--- config.mk ---
export PLATFORM = sky130hd
export DESIGN_NAME = twod_counter_ring_b
export DESIGN_NICKNAME = d
export VERILOG_FILES = /design/src/rtl/twod_ncl_pkg.sv /design/src/rtl/ncl_th12.sv /design/src/rtl/twod_counter_ring_b.sv
export SDC_FILE = /design/constraint.sdc
export NUM_CORES = 1
export LEC_CHECK = 0
export CAP_MARGIN = 25
export CORE_AREA = 4 4 41 43
export DETAILED_ROUTE_END_ITERATION = 8
export DIE_AREA = 0 0 45 47
export MAX_ROUTING_LAYER = met4
export PLACE_DENSITY = 0.45
export SLEW_MARGIN = 5
export SYNTH_ARGS = -nofsm -noshare
export SYNTH_HDL_FRONTEND = slang
export SYNTH_SLANG_ARGS = --single-unit
--- constraint.sdc ---
create_clock -name clk -period 2 [get_ports clk]
set_clock_uncertainty 0.15 [all_clocks]
set_input_delay 0.3 -clock clk [delete_from_list [all_inputs] [get_ports clk]]
set_output_delay 0.3 -clock clk [all_outputs]
set_load 0.005 [all_outputs]
--- src/rtl/twod_ncl_pkg.sv ---
`default_nettype none
//------------------------------------------------------------------------------
// Module  : twod_ncl_pkg
// Brief   : Dual-rail (NCL) encodings and phase type shared by the counter ring.
// Rev     : 1.0  initial release
//------------------------------------------------------------------------------
package twod_ncl_pkg;

   typedef logic [1:0] dr_t;

   localparam dr_t DR_NULL  = 2'b00;
   localparam dr_t DR_FALSE = 2'b01;
   localparam dr_t DR_TRUE  = 2'b10;

   typedef enum logic [0:0] {
      WAIT_DATA = 1'b0,
      WAIT_NULL = 1'b1
   } phase_e;

   function automatic dr_t dr_encode(input logic b);
      return b ? DR_TRUE : DR_FALSE;
   endfunction

endpackage
`default_nettype wire

--- src/rtl/ncl_th12.sv ---
`default_nettype none
//------------------------------------------------------------------------------
// Module  : ncl_th12
// Brief   : 2-input threshold-1 gate: flags a dual-rail pair as complete (any rail high).
// Rev     : 1.0  initial release
//------------------------------------------------------------------------------
module ncl_th12
   import twod_ncl_pkg::*;
(
   input  logic [1:0] rail_i,
   output logic       complete_o
);

   assign complete_o = rail_i[1] | rail_i[0];

endmodule
`default_nettype wire

--- src/rtl/twod_counter_ring_b.sv ---
`default_nettype none
//------------------------------------------------------------------------------
// Module  : twod_counter_ring_b
// Brief   : One dual-rail counter digit with four-phase handshake; digits chain
//           carry_out/carry_ack -> carry_in/ack_out into an N-digit ripple counter.
//           Optional TWOD_ILLEGAL_CHECK_EN adds a sticky err output for carry_in=11.
// Rev     : 1.0  initial release
//------------------------------------------------------------------------------
module twod_counter_ring_b
   import twod_ncl_pkg::*;
#(
   parameter logic INIT_STATE = 1'b0
) (
   input  logic       clk,
   input  logic       init,
   input  logic [1:0] carry_in,
   input  logic       sum_ack,
   input  logic       carry_ack,
   output logic [1:0] sum,
   output logic [1:0] carry_out,
   output logic       ack_out
`ifdef TWOD_ILLEGAL_CHECK_EN
   ,
   output logic       err
`endif
);

   phase_e phase_q, phase_d;
   logic   cnt_q,   cnt_d;
   dr_t    sum_q,   sum_d;
   dr_t    carry_q, carry_d;

   logic   w_ci_complete;
   logic   w_ci_illegal;
   logic   w_ci_data;
   logic   w_ci_null;
   logic   w_inc;
   logic   w_fire_data;
   logic   w_fire_null;

   ncl_th12 u_ci_th12 (
      .rail_i     (carry_in),
      .complete_o (w_ci_complete)
   );

   assign w_ci_illegal = carry_in[1] & carry_in[0];
   assign w_ci_data    = w_ci_complete & ~w_ci_illegal;
   assign w_ci_null    = ~w_ci_complete;
   assign w_inc        = carry_in[1];

   // A wavefront only advances once both consumers agree on the opposite phase.
   assign w_fire_data  = (phase_q == WAIT_DATA) & w_ci_data & ~sum_ack & ~carry_ack;
   assign w_fire_null  = (phase_q == WAIT_NULL) & w_ci_null &  sum_ack &  carry_ack;

   always_comb begin
      phase_d = phase_q;
      cnt_d   = cnt_q;
      sum_d   = sum_q;
      carry_d = carry_q;
      if (w_fire_data) begin
         sum_d   = dr_encode(cnt_q ^ w_inc);
         carry_d = dr_encode(cnt_q & w_inc);
         cnt_d   = cnt_q ^ w_inc;
         phase_d = WAIT_NULL;
      end else if (w_fire_null) begin
         sum_d   = DR_NULL;
         carry_d = DR_NULL;
         phase_d = WAIT_DATA;
      end
   end

   always_ff @(posedge clk or posedge init) begin
      if (init) begin
         phase_q <= WAIT_DATA;
         cnt_q   <= INIT_STATE;
         sum_q   <= DR_NULL;
         carry_q <= DR_NULL;
      end else begin
         phase_q <= phase_d;
         cnt_q   <= cnt_d;
         sum_q   <= sum_d;
         carry_q <= carry_d;
      end
   end

   assign sum       = sum_q;
   assign carry_out = carry_q;
   assign ack_out   = (phase_q == WAIT_NULL);

`ifdef TWOD_ILLEGAL_CHECK_EN
   logic err_q;

   always_ff @(posedge clk or posedge init) begin
      if (init) begin
         err_q <= 1'b0;
      end else if (w_ci_illegal) begin
         err_q <= 1'b1;
      end
   end

   assign err = err_q;
`endif

`ifndef SYNTHESIS
   a_never_11: assert property (@(posedge clk) disable iff (init)
      !(&sum_q) && !(&carry_q));
   a_rails_together: assert property (@(posedge clk) disable iff (init)
      ((sum_q == DR_NULL) == (carry_q == DR_NULL)));
`endif

endmodule
`default_nettype wire

**Word level (Yosys, flattened, before mapping)**

Cells that the tools add are included.
Widths: inputs -> output; s select.

- Flip-flop bits (word level): 6
- Bits in latches: 0
- RAM bits: 0
- ROM bits: 0
- Input port bits: 6
- Output and inout bits: 5
- Logic and storage cells: 28
- Memories: 0

- $add $sub $neg: 0
- $mul: 0
- Divide/modulo/power cells: 0
- $lt $le $gt $ge: 0
- Equality and inequality tests: 0
- Shift-type cells: 0
- Multiplexer cells: 7
- Bitwise operators: 16
- Reduce and logical (&&, ||, !) cells: 1

Operator list:

| cell | count |
|---|---|
| $mux 2 | 5 |
| $and 1x1->1 | 9 |
| $not 1->1 | 5 |
| $mux 1 | 2 |
| $reduce_bool 2->1 | 1 |
| $or 1x1->1 | 1 |
| $xor 1x1->1 | 1 |

**Longest topological paths before layout**

Gate-level depths: netlist of run 1.

- Word-level depth: 7
- Depth in mapped cells: 5

**By module**

Synthesis of run 1 repeated with hierarchy kept, for this count alone.

- Cells, all modules: 26
- Area, all modules: 291.5 µm²

By module, submodules not included:

| module | times used | cells each | area an instance (µm²) | seq. area each (µm²) |
|---|---|---|---|---|
| twod_counter_ring_b | 1 | 25 | 285.3 | 150.1 |
| ncl_th12 | 1 | 1 | 6.3 | 0.0 |

**Worst setup path before layout of run 1**

No wires, ideal clock.

- Kind: input to register
- Start: in carry_in[0]
- End: reg cnt_q
- Setup time: 117 ps
- Data arrival time: 1190 ps
- Data required time: 1733 ps
- Path slack: 543 ps
- Stages: 5
- Path buffers: 0
- Path through: inv_1 -> ha_1 -> or4b_4 -> nand2_1 -> nand2_1

- Longest elaborated chain between the ends: 6
- Elaborated cells on any way between the ends: 7
- Those cells by class: 7 x bitwise

Ends and longest elaborated chain:

| what | line | text |
|---|---|---|
| start, declared | twod_counter_ring_b.sv:16 | `input logic [1:0] carry_in,` |
| $and 1x1->1 | twod_counter_ring_b.sv:46 | `assign w_ci_illegal = carry_in[1] & carry_in[0];` |
| $not 1->1 | twod_counter_ring_b.sv:47 | `assign w_ci_data = w_ci_complete & ~w_ci_illegal;` |
| $and 1x1->1 * | twod_counter_ring_b.sv:47 |  |
| $and 1x1->1 * (3 in series) | twod_counter_ring_b.sv:52 | `assign w_fire_data = (phase_q == WAIT_DATA) & w_ci_data & ~sum_ack & ~carry_ack;` |
| end signal, assigned | twod_counter_ring_b.sv:80 | `cnt_q <= cnt_d;` |
| end, declared | twod_counter_ring_b.sv:29 | `logic cnt_q, cnt_d;` |

Mark *: on every way between the ends. The rest lies on a longest branch, timed or not.
A chain may end at the register's enable or synchronous reset.

**Final worst setup path of run 1**

- Start: in carry_in[1]
- End: reg carry_q[1], in the netlist carry_out[1]

- Longest elaborated chain between the ends: 7
- Elaborated cells on any way between the ends: 15
- Those cells by class: 2 x mux; 12 x bitwise; 1 x reduce/logical

Ends and longest elaborated chain:

| what | line | text |
|---|---|---|
| $and 1x1->1 | twod_counter_ring_b.sv:46 |  |
| $not 1->1 | twod_counter_ring_b.sv:47 |  |
| $and 1x1->1 | twod_counter_ring_b.sv:47 |  |
| $and 1x1->1 (3 in series) | twod_counter_ring_b.sv:52 |  |
| $mux 2 / $reduce_bool 2->1 (equally long branches) | -- |  |
| end signal, assigned | twod_counter_ring_b.sv:82 | `carry_q <= carry_d;` |
| end, declared | twod_counter_ring_b.sv:31 | `dr_t carry_q, carry_d;` |

Parallel ways exist; a longest one is shown, timed or not.

==> flow_summary.ini, run 1 <==
[synth]
synth_seq_cells = 6
ys_warn_count = 0
synth_area_um2 = 300
synthCells = 26
ys_seq_area_frac = 0.500
yosys.area.top_type = dfrtp_1
synth.lib_cells_used.distinct = 11
synth_area_leaders = dfrtp_1 (50%), ha_1 (8.3%), nor4b_4 (7.9%), nand2_1 (6.3%), a22o_1 (5.8%)
syn_avg_cell_area_um2 = 11.5
synth_top_area_share = 0.500
syn_nets = 34

[clocking]
ctsHtreeMaxLevel = 1
numCtsBuffers = 3
clk_latency_ns = 0.24
holdBufCountCts = 0
cts_resized = 0
cts_tree = done
numClockSinks = 6
clkTransAtPathRegs_ns = 0.05
clock-root-buffer = clkbuf_4
cts_buffer_depth = 2
post_cts_buffers = 0

[run_status]
status = completed

[setup_path]
crit_cells = 7
slowest_stage = clkdlybuf4s50_1
required_ns = 1.97
cp_data_arrival_time_ns = 1.75
r2r_end = carry_out[1]
criticalPathCategory = in2reg
reg2reg_depth = 4
cp-start-kind = input pin
slowest_delay_ns = 0.48
crit_path_end_kind = register
reg2reg_from = ack_out
cp_cell_sequence = clkdlybuf4s50_1, inv_1, ha_1, nor4b_4, a41oi_1, buf_4, a22o_1
rrSetupSlack_ns = 0.56
cp_top_family = buffers and inverters
crit_buf_inv = 3
cp_max_fo = 4

[sta]
finalWorstSetupSlack_ns = 0.219
rsz0062_at_grt = no
fmax_mhz = 562
post-route-min-period_ns = 1.78
hold_viol_final = 0
whs_ns = 0.129
maxSlewViolCount = 0
slew_headroom = 0.839
worstMarginPinSlew_ns = 0.241
setup_viol = 0
post-route-period-util = 0.890

[power_and_ir_drop]
ir_drop_mv = 0.308
clkPwrFrac = 0.291
p_sw_frac = 0.255
seq_power_share = 0.427
leakage_nw = 0.221
p_per_area_mw_per_mm2 = 822
finalPower_mw = 0.381
internal-power_mw = 0.284
p_sw_mw = 0.0973
combPwrFrac = 0.282

[route]
wl_per_cell_um = 11.5
detail_route.iter0.violations = 5
dr.pass1.iters = 4
viasPerCell = 4.39
routed_wirelength_um = 653
drcViolationCount = 0
ant_nets = 0
vias = 250

[floorplan]
fp.dieW_um = 45
die_h_um = 47
coreArea_mm2 = 0.00130
io_pins = 11
num_rows = 13
fp.dieArea_mm2 = 0.00212
start_util = 0.231

[min_path]
hold_class = in2async

[layout]
multi_input_area_um2 = 135
fillers = 145
regArea_um2 = 150
antenna_cells = 0
area_growth_syn_to_layout_pct = 54.6
final_nets = 52
drive_gt1_frac = 0.190
design_area_um2 = 464

[placement]
io_buffers = 10
pre_cts_slack_ns = -0.0384
hpwl_um = 541
gp_congestion = 0.758
place_area_um2 = 442

[global_route]
grt_pass1_wl_um = 1300
grt_usage = 0.0904
grt.overflow.total = 0
grt_max_degree = 7
antenna_found_initial = 0
grt_pass1_vias = 310

[flow_run]
max_cap_violations = 0
-- power by group through the flow --
stage / sequential (mW) / combinational, mW / clock (mW)
floorplan: 0.165 / 0.0454 / 0
global placement: 0.164 / 0.110 / 0
detailed placement: 0.166 / 0.109 / 0
CTS: 0.164 / 0.110 / 0.120
global route: 0.167 / 0.120 / 0.126
finish: 0.163 / 0.107 / 0.111
-- Yosys cell counts --
cell	n
nand2_1	5
a22o_1	2
dfrtp_1	6
o21ai_0	1
o2bb2ai_1	2
inv_1	4
a21oi_1	1
a41oi_1	1
ha_1	2
nor4b_4	1
or4b_4	1
-- metrics by stage --
| step | util | setup TNS (ns) | instances |
|---|---|---|---|
| floorplan | - | 0 | 26 |
| global placement | 0.339 | -0.0932 | 54 |
| detailed placement | 0.339 | -0.106 | 54 |
| CTS | 0.357 | 0 | 57 |
| global route | 0.357 | 0 | 57 |
| finish | 0.357 | 0 | 57 |
-- area by class of cell --
class / count / share of cell area
multi-input cells: 16 / 0.291
inverters: 4 / 0.0323
clock buffers: 3 / 0.0485
flip-flops and latches: 6 / 0.323
well taps: 15 / 0.0404
repair buffers: 13 / 0.264
-- cells by family (layout without fill, tap and decap cells) --
family,Yosys count,in the layout,share of synthesized area
AO/OA/AOI/OAI,7,7,0.179
adder cells (fa/ha/maj),2,2,0.0833
buffers and inverters,4,20,0.0500
flip-flops,6,6,0.500
AND/OR/NAND/NOR,7,7,0.187
-- worst max-delay path by stage --
stage	from	slack, ns	endpoint
global placement	carry_in[1]	-0.04	sum[1]
CTS	carry_in[1]	0.20	carry_out[1]
floorplan	carry_in[0]	0.54	cnt_q
global route	carry_in[1]	0.11	sum[1]
finish	carry_in[1]	0.22	carry_out[1]
detailed placement	carry_in[1]	-0.04	carry_out[1]
-- placed cells by master, fill, tap and decap left out --
cell type,synthesis,routed
nand2_1,5,5
ha_1,2,2
o2bb2ai_1,2,2
clkbuf_4,0,3
inv_1,4,4
nor4b_4,1,1
clkdlybuf4s50_1,0,10
or4b_4,1,1
buf_4,0,3
a22o_1,2,2
a41oi_1,1,1
dfrtp_1,6,6
a21oi_1,1,1
o21ai_0,1,1
-- sequential cells by signal, summed over array words and instances (netlist names) --
signal	flops
ack_out	1
carry_out	2
sum	2
cnt_q	1
-- routing by layer --
layer | GRT usage | vias up | routed length (um)
met5 | - | - | 0
met1 | 0.102 | 111 | 302
li1 | - | 132 | -
met2 | 0.133 | 7 | 295
met3 | 0.0268 | 0 | 54
met4 | 0.0702 | 0 | 0
(Power assumes the default switching activity.)
==> run 2, diff against run 1 <==
--- a/config.mk
+++ b/config.mk
@@ -7,10 +7,12 @@
 export LEC_CHECK = 0
 export CAP_MARGIN = 25
 export CORE_AREA = 4 4 41 43
+export CTS_CLUSTER_DIAMETER = 30
 export DETAILED_ROUTE_END_ITERATION = 8
 export DIE_AREA = 0 0 45 47
 export MAX_ROUTING_LAYER = met4
 export PLACE_DENSITY = 0.45
+export SKIP_CTS_REPAIR_TIMING = 1
 export SLEW_MARGIN = 5
 export SYNTH_ARGS = -nofsm -noshare
 export SYNTH_HDL_FRONTEND = slang
==> results of run 2 <==
Final layout, timing and power as in run 1 (identical DEF).
